--- src/rtl/crt_fb_scan_arbiter.sv ---
// Purpose : shares one single-port 1-bit framebuffer RAM (COLS x ROWS cells) between the
//           display scanout, a pixel-write client and a whole-buffer clear sequence.
// Latency : each cell is fetched 2 pixels ahead of the beam; pix_on/frame_start are registered (1 cycle).
// Backpr. : fetch slot > clear > write; wr_ready drops on live fetch slots and while clearing,
//           and the clear index stalls on live fetch slots.
// Ports   : clk_pix/rst_pix_n      pixel clock, async active-low reset
//           sx/sy/de               beam position and data-enable from the timing generator
//           wr_valid/wr_ready/wr_addr/wr_data   pixel-write client handshake
//           clr_req/clr_busy       clear request pulse and in-progress flag
//           mem_addr/mem_we/mem_wdata/mem_rdata RAM port (registered-read RAM)
//           pix_on/frame_start     registered lit-pixel and frame-start pulse
module crt_fb_scan_arbiter #(
  parameter int H_RES   = 640,
  parameter int H_TOTAL = 800,
  parameter int V_RES   = 480,
  parameter int V_TOTAL = 525,
  parameter int CELL_W  = 16,
  parameter int CELL_H  = 80,
  parameter int COLS    = 40,
  parameter int ROWS    = 6
) (
  input  logic       clk_pix,
  input  logic       rst_pix_n,
  input  logic [9:0] sx,
  input  logic [9:0] sy,
  input  logic       de,
  input  logic       wr_valid,
  output logic       wr_ready,
  input  logic [7:0] wr_addr,
  input  logic       wr_data,
  input  logic       clr_req,
  output logic       clr_busy,
  output logic [7:0] mem_addr,
  output logic       mem_we,
  output logic       mem_wdata,
  input  logic       mem_rdata,
  output logic       pix_on,
  output logic       frame_start
);

  localparam int CELL_SH = $clog2(CELL_W);
  localparam int N_CELLS = COLS * ROWS;

  typedef enum logic {
    S_IDLE  = 1'b0,
    S_CLEAR = 1'b1
  } state_t;

  state_t     r_state;
  logic [7:0] r_clr_idx;
  logic       r_clr_busy;
  logic [7:0] r_fetch_addr;
  logic       r_fetch_d;
  logic       r_pixel_q;
  logic       r_pix_on;
  logic       r_frame_start;

  logic [10:0] w_sx_p2;
  logic [10:0] w_sx_mod;
  logic [10:0] w_col;
  logic        w_wrap;
  logic        w_slot;
  logic        w_live;
  logic [9:0]  w_tline;
  logic [7:0]  w_row;
  logic [7:0]  w_fetch_addr;
  logic        w_idle;
  logic        w_wr_fire;
  logic        w_wr_in_range;

  // Slot decode: the pixel two clocks ahead of the beam starts a cell when it is a
  // multiple of CELL_W. Looking across the line end makes column 0 target the next line.
  always_comb begin
    w_sx_p2  = {1'b0, sx} + 11'd2;
    w_wrap   = (w_sx_p2 >= 11'(H_TOTAL));
    w_sx_mod = w_wrap ? (w_sx_p2 - 11'(H_TOTAL)) : w_sx_p2;
    w_col    = w_sx_mod >> CELL_SH;
    w_slot   = ((w_sx_mod & 11'(CELL_W - 1)) == 11'd0);

    if (!w_wrap) begin
      w_tline = sy;
    end else if (sy == 10'(V_TOTAL - 1)) begin
      w_tline = 10'd0;
    end else begin
      w_tline = sy + 10'd1;
    end

    // Row by compare chain; avoids a divider on the line number.
    w_row = 8'd0;
    for (int r = 1; r < ROWS; r++) begin
      if (w_tline >= 10'(r * CELL_H)) begin
        w_row = 8'(r);
      end
    end

    w_live       = w_slot && (w_col < 11'(COLS)) && (w_sx_mod < 11'(H_RES)) &&
                   (w_tline < 10'(V_RES));
    w_fetch_addr = w_row * 8'(COLS) + w_col[7:0];
  end

  // Arbitration. Reset gating keeps the RAM and the client quiet while rst_pix_n is low,
  // without waiting for a clock edge.
  always_comb begin
    w_idle        = (r_state == S_IDLE);
    wr_ready      = rst_pix_n && w_idle && !w_live;
    w_wr_fire     = wr_valid && wr_ready;
    w_wr_in_range = (wr_addr < 8'(N_CELLS));

    mem_addr  = r_fetch_addr;
    mem_we    = 1'b0;
    mem_wdata = 1'b0;
    if (w_live) begin
      mem_addr = w_fetch_addr;
    end else if (r_state == S_CLEAR) begin
      mem_addr = r_clr_idx;
      mem_we   = rst_pix_n;
    end else if (w_wr_fire) begin
      mem_addr  = wr_addr;
      mem_we    = w_wr_in_range;
      mem_wdata = wr_data;
    end
  end

  // Clear FSM: a clr_req while clearing restarts from cell 0.
  always_ff @(posedge clk_pix or negedge rst_pix_n) begin
    if (!rst_pix_n) begin
      r_state    <= S_IDLE;
      r_clr_idx  <= 8'd0;
      r_clr_busy <= 1'b0;
    end else begin
      case (r_state)
        S_IDLE: begin
          if (clr_req) begin
            r_state    <= S_CLEAR;
            r_clr_idx  <= 8'd0;
            r_clr_busy <= 1'b1;
          end
        end
        S_CLEAR: begin
          if (clr_req) begin
            r_clr_idx <= 8'd0;
          end else if (!w_live) begin
            if (r_clr_idx == 8'(N_CELLS - 1)) begin
              r_state    <= S_IDLE;
              r_clr_busy <= 1'b0;
              r_clr_idx  <= 8'd0;
            end else begin
              r_clr_idx <= r_clr_idx + 8'd1;
            end
          end
        end
        default: begin
          r_state <= S_IDLE;
        end
      endcase
    end
  end

  // Scanout pipeline: RAM data is valid the cycle after a slot and is captured then,
  // so the pixel register changes exactly at the first pixel of the cell.
  always_ff @(posedge clk_pix or negedge rst_pix_n) begin
    if (!rst_pix_n) begin
      r_fetch_addr  <= 8'd0;
      r_fetch_d     <= 1'b0;
      r_pixel_q     <= 1'b0;
      r_pix_on      <= 1'b0;
      r_frame_start <= 1'b0;
    end else begin
      r_fetch_d <= w_live;
      if (w_live) begin
        r_fetch_addr <= w_fetch_addr;
      end
      if (r_fetch_d) begin
        r_pixel_q <= mem_rdata;
      end
      r_pix_on      <= r_pixel_q & de;
      r_frame_start <= (sx == 10'd0) && (sy == 10'd0);
    end
  end

  assign clr_busy    = r_clr_busy;
  assign pix_on      = r_pix_on;
  assign frame_start = r_frame_start;

endmodule

--- config.mk ---
export PLATFORM = sky130hd
export DESIGN_NAME = crt_fb_scan_arbiter
export DESIGN_NICKNAME = d
export VERILOG_FILES = /design/src/rtl/crt_fb_scan_arbiter.sv
export SDC_FILE = /design/constraint.sdc
export NUM_CORES = 1
export LEC_CHECK = 0
export ABC_AREA = 1
export CAP_MARGIN = 10
export CORE_MARGIN = 3
export CORE_UTILIZATION = 40
export DETAILED_ROUTE_END_ITERATION = 8
export PLACE_DENSITY = 0.62
export SETUP_SLACK_MARGIN = 0.1
export SKIP_CTS_REPAIR_TIMING = 1
export SYNTH_ARGS = -nofsm -noshare
export SYNTH_HDL_FRONTEND = slang
export SYNTH_SLANG_ARGS = --single-unit
--- constraint.sdc ---
create_clock -name clk_pix -period 15.82 [get_ports clk_pix]
set_clock_uncertainty 0.15 [all_clocks]
set_input_delay 3.955 -clock clk_pix [delete_from_list [all_inputs] [get_ports clk_pix]]
set_output_delay 3.955 -clock clk_pix [all_outputs]
set_load 0.05 [all_outputs]
==> results.ini, run 1 <==
[status]
outcome=finished clean

[global_route]
grt_overflow_total=0
grt_pass1_vias=2452
grt_pass1_wl_um=11100
grt_max_degree=25
grt.total_usage_pct=18.3
grt_antenna_before_repair=0

[critical_path]
startpoint_type=input pin
crit_fanout=14
critPathRequiredTime_ns=11.72
cpMaxStageDelayCell=clkdlybuf4s50_1
cp-end-kind=primary output
critical_path_class=input pin to primary output
arrival_ns=8.79
crit_buf_inv=6
critical-path-max-stage-delay_ns=0.80
critical_path.top_delay_family=buffers and inverters
path_common_cell=nand2_1

[routing]
ant_nets=0
routedWlPerCell_um=12.7
drt-total-wl_um=6260
drc=0
vias=2473
vias_per_cell=5.02
firstDrtPassIters=4
drtIter0Drc=147

[cells_and_area]
regArea_um2=551
fin_area_um2=3040
fin_util_pct=52.9
multi_input_area_um2=1640
final_nets=470
n_antenna_cell=0
fillers=611
drive_gt1_share_pct=12.1
synthToLayoutAreaGrowth_pct=23.2

[power]
power.density_nw_per_um2=63.6
vdd_drop_max_mv=0.0341
p_leak_nw=1.46

[timing]
final_max_slew_viol_count=0
worst_slew_margin_rel_pct=48.5
post-route-period-util_pct=81.5
fmax_mhz=77.6
tightest_slew_ns=0.765
fin_crit_ns=12.89
grt_setup_unrepaired=false
tns_ns=0
hold_violations=0
setup_viol=0
whs_ns=0.327

[clocking]
clk_latency_ns=0.26
cts_buffer_depth=2
clkTransAtPathRegs_ns=0.08
cts_tree=built
numCtsBuffers=3
htree_levels=1
clock-sinks=22
root_buffer=clkbuf_8

[logic_synthesis]
ys_seq_area_share_pct=22.3
synth-edff-count=0
ys_ff_latch=22
synth-main-ff-cell=dfrtp_1
syn-num-nets=424
syn_avg_cell_area_um2=6.55
ys_types=38
async_flop_share_pct=100
yosys.area.top_type=dfrtp_1
synth.most_common_cell=nand2_1
synth_area_leaders=dfrtp_1 22%, nand2_1 17%, inv_1 7.5%
synthTopCellsByCount=111 x nand2_1, 49 x inv_1, 25 x nand3_1, 22 x dfrtp_1, 22 x nor2_1
yosysTopAreaCellShare_pct=22.3
yosys_warnings=0
synthCells=376
syn_area_um2=2460

[placement]
gp_congestion=0.836
io_buffers=48
dp_hpwl_um=5080
dpl_cell_area_um2=2980

[die]
die_area_um2=7140
die_x_um=84.5
fp.dieH_um=84.5
initial_core_util_pct=42.9
core_um2=5740
pin_count=49
rows=27

[flow_run]
maxCapViolCount=0

[min_path]
hold_class=register to register

[report_power, final]
group,switching [mW],internal [mW]
clock network,0.0191,0.0222
logic,0.0461,0.0323
registers,0.00606,0.0672
[cells in the final DEF (no fill, tap or decap), drive strengths merged]
| master | count |
|---|---|
| a211oi | 1 |
| a21oi | 14 |
| buf | 1 |
| clkbuf | 4 |
| clkdlybuf4s50 | 48 |
| clkinv | 1 |
| dfrtp | 22 |
| fa | 1 |
| ha | 12 |
| inv | 54 |
| mux2 | 1 |
| mux2i | 1 |
| nand2 | 131 |
| nand3 | 29 |
| nand3b | 1 |
| nand4 | 19 |
| nor2 | 30 |
| nor3 | 6 |
| nor4 | 8 |
| o21a | 1 |
| o21ai | 19 |
| o22ai | 1 |
| or2 | 2 |
| xnor2 | 1 |
| xor2 | 13 |
[worst paths after layout]
kind | slack (ns) | end | from | cells after the start
min in group asynchronous | 3.89 | r_clr_idx[0] | rst_pix_n | 2
max | 2.93 | mem_addr[7] | sx[2] | 30
max in group asynchronous | 11.39 | r_fetch_addr[2] | rst_pix_n | 2
min reg2reg | 0.33 | pix_on | r_pixel_q | 2
min | 0.33 | pix_on | r_pixel_q | 2
max reg2reg | 13.45 | clr_busy | r_clr_idx[0] | 10
[stage by stage]
step                setup WS (ns)  std cells  total power [mW]
finish                       2.93        493             0.193
global route                 2.33        493             0.209
CTS                          2.94        493             0.194
detailed placement           2.94        489             0.153
global placement             3.07        489             0.152
floorplan                    4.48        376             0.126
[sequential cells by signal, indices dropped and copies added (netlist names)]
register,flops
clr_busy,1
r_fetch_d,1
r_state,1
r_fetch_addr,8
frame_start,1
r_clr_idx,8
pix_on,1
r_pixel_q,1
[cells by family after synthesis]
| kind of cell | synth area share [%] |
|---|---|
| buffers and inverters | 11.0 |
| AO/OA/AOI/OAI | 8.63 |
| XOR/XNOR | 4.98 |
| flip-flops | 22.3 |
| adder cells (fa/ha/maj) | 6.91 |
| AND/OR/NAND/NOR | 45.3 |
| multiplexers | 0.863 |
[worst register-to-register path: cells and delay by family, from the launching register on]
family	cells	cell delay (ns)
AOI/OAI and AO/OA	1	0.26
adders and majority gates	1	0.20
buffers and inverters	2	0.26
DFF	1	0.41
and+or+nand+nor	6	0.98
[final cells by class]
| cell class | count | area share [%] |
|---|---|---|
| Multi-Input combinational cell | 291 | 54.1 |
| Sequential cell | 22 | 18.1 |
| Timing Repair Buffer | 49 | 16.1 |
| Inverter | 55 | 6.88 |
| Tap cell | 72 | 2.97 |
| Clock buffer | 4 | 1.81 |
[routing by layer]
layer,vias up,share of wire (%),GRT usage [%]
met5,-,0,0
met4,0,0.64,3.45
met3,4,2.8,1.28
met2,45,52,34.2
met1,1119,44,23.2
li1,1305,-,-
Note: power is estimated with default switching activity, not from simulation.
==> inputs of run 2 (changes only) <==
- PLACE_DENSITY: 0.62 -> 0.64
- clock period: 15.82 -> 10.9 ns (I/O delays scaled with it)
==> results.ini, run 2 (synthesis results as in run 1) <==
[timing]
setup_ws_ns=0.635  ; was 2.93 ns
tightest_slew_ns=0.783  ; was 0.765 ns
setup_viol=0  ; unchanged
post-route-period-util_pct=94.2
tns_ns=0  ; unchanged
fin_crit_ns=10.26
fmax_mhz=97.4
worst_slew_margin_rel_pct=47.3  ; was 48.5%
grt_setup_unrepaired=false  ; unchanged
final_max_slew_viol_count=0  ; unchanged
hold_violations=0  ; unchanged
whs_ns=0.318  ; was 0.327 ns

[clocking]
cts_buffer_depth=2  ; unchanged
htree_levels=1  ; unchanged
clock-sinks=22  ; unchanged
clkTransAtPathRegs_ns=0.08  ; about the same
numCtsBuffers=3  ; unchanged
clk_latency_ns=0.26  ; about the same
cts_tree=built  ; unchanged
root_buffer=clkbuf_8  ; unchanged

[placement]
gp_congestion=0.881  ; was 0.836
dp_slack_ns=0.510  ; was 2.94 ns
dp_hpwl_um=4970  ; was 5080 µm
dpl_cell_area_um2=2980  ; unchanged
io_buffers=48  ; unchanged
placed_cells=489  ; unchanged

[cells_and_area]
n_antenna_cell=0  ; unchanged
fin_cells=493  ; unchanged
fin_area_um2=3040  ; about the same
layout_commonest_cell=nand2_1  ; unchanged
final_cell_mix=111 x nand2_1, 49 x inv_1, 47 x clkdlybuf4s50_1, 25 x nand3_1  ; was 111 x nand2_1, 49 x inv_1, 48 x clkdlybuf4s50_1, 25 x nand3_1
fin_util_pct=52.9  ; about the same
reg_top3=r_clr_idx x8, r_fetch_addr x8  ; unchanged
final_nets=470  ; unchanged
drive_gt1_share_pct=12.1  ; unchanged
synthToLayoutAreaGrowth_pct=23.3  ; was 23.2%

[die]
rows=27  ; unchanged
pin_count=49  ; unchanged
die_x_um=84.5  ; unchanged
core_um2=5740  ; unchanged
die_area_um2=7140  ; unchanged
initial_core_util_pct=42.9  ; unchanged
fp.dieH_um=84.5  ; unchanged

[power]
power_mw=0.280  ; was 0.193 mW
power.density_nw_per_um2=92.1  ; was 63.6 nW/µm²
vdd_drop_max_mv=0.0433  ; was 0.0341 mV
p_leak_nw=1.48  ; was 1.46 nW

[critical_path]
startpoint_type=input pin  ; unchanged
critical_path_class=input pin to primary output  ; unchanged
startpoint=sx[1]  ; was sx[2]
crit_fanout=14  ; unchanged
arrival_ns=7.39  ; was 8.79 ns
cp-end-kind=primary output  ; unchanged
critPathRequiredTime_ns=8.03  ; was 11.72 ns
r2r-start=r_clr_idx[1]  ; was r_clr_idx[0]

[flow_run]
maxCapViolCount=0  ; unchanged

[min_path]
hold_class=register to register  ; unchanged
hold_start=r_pixel_q  ; unchanged

[global_route]
grt_pass1_wl_um=10500  ; was 11,100 µm
grt_pass1_vias=2408  ; was 2,452
grt_antenna_before_repair=0  ; unchanged
grt.total_usage_pct=17.5  ; was 18.3%
grt_overflow_total=0  ; unchanged
grt_max_degree=25  ; unchanged

[routing]
vias=2456  ; was 2,473
drt-total-wl_um=6110  ; was 6260 µm
drc=0  ; unchanged
routedWlPerCell_um=12.4  ; was 12.7 µm
ant_nets=0  ; unchanged
vias_per_cell=4.98  ; was 5.02
drtIter0Drc=83  ; was 147
firstDrtPassIters=4  ; unchanged

[status]
outcome=finished clean  ; unchanged

run 2: cell types whose count changed in the layout (fill, tap and decap cells not counted), sizes merged:
cell           before  now
clkdlybuf4s50      48   47
dlymetal6s2s        0    1
run 2: worst paths after layout:
| path | to | slack (ns) | cells after the start |
|---|---|---|---|
| setup reg to reg | clr_busy | 8.51 | 10 |
| hold reg to reg | pix_on | 0.32 | 2 |
| setup / recovery | mem_addr[6] | 0.64 | 27 |
| max in group asynchronous | r_clr_idx[2] | 7.69 | 2 |
| hold / removal | pix_on | 0.32 | 2 |
| min in group asynchronous | r_clr_idx[3] | 2.67 | 2 |
run 2: layout make-up:
| cell class | count | area (µm²) |
|---|---|---|
| Clock buffer | 4 | 55.1 |
| Fill cell | 609 | 2710 |
| Inverter | 55 | 209 |
| Multi-Input combinational cell | 291 | 1640 |
| Sequential cell | 22 | 551 |
| Tap cell | 72 | 90.1 |
| Timing Repair Buffer | 49 | 490 |
run 2: metal layers:
metal	routed length, µm	track usage [%]
met4	83	3.60
met5	0	0
met3	161	1.18
met1	2790	21.4
met2	3070	33.3
run 2: report_power, final:
group          internal, mW  switching (mW)
combinational        0.0468          0.0657
clock                0.0322          0.0285
sequential           0.0976         0.00907
run 2: worst max-delay path, cell delays in order:
cell and delay [ns]:
clkdlybuf4s50_1 0.53, ha_1 0.21, nand2_1 0.09, nor2_2 0.12, nand2_1 0.07, nand2_2 0.08, inv_1 0.07, ha_1 0.17
inv_1 0.08, nand3_1 0.09, nand2_2 0.10, nand2_4 0.08, nand3_4 0.18, nand2_1 0.07, o21ai_1 0.19, nand2_1 0.08
a21oi_1 0.28, o21ai_0 0.14, nand2_1 0.11, ha_1 0.24, ha_1 0.29, inv_1 0.05, o21ai_0 0.21, xor2_1 0.16
nand2_1 0.08, nand2_1 0.07, clkdlybuf4s50_1 0.80
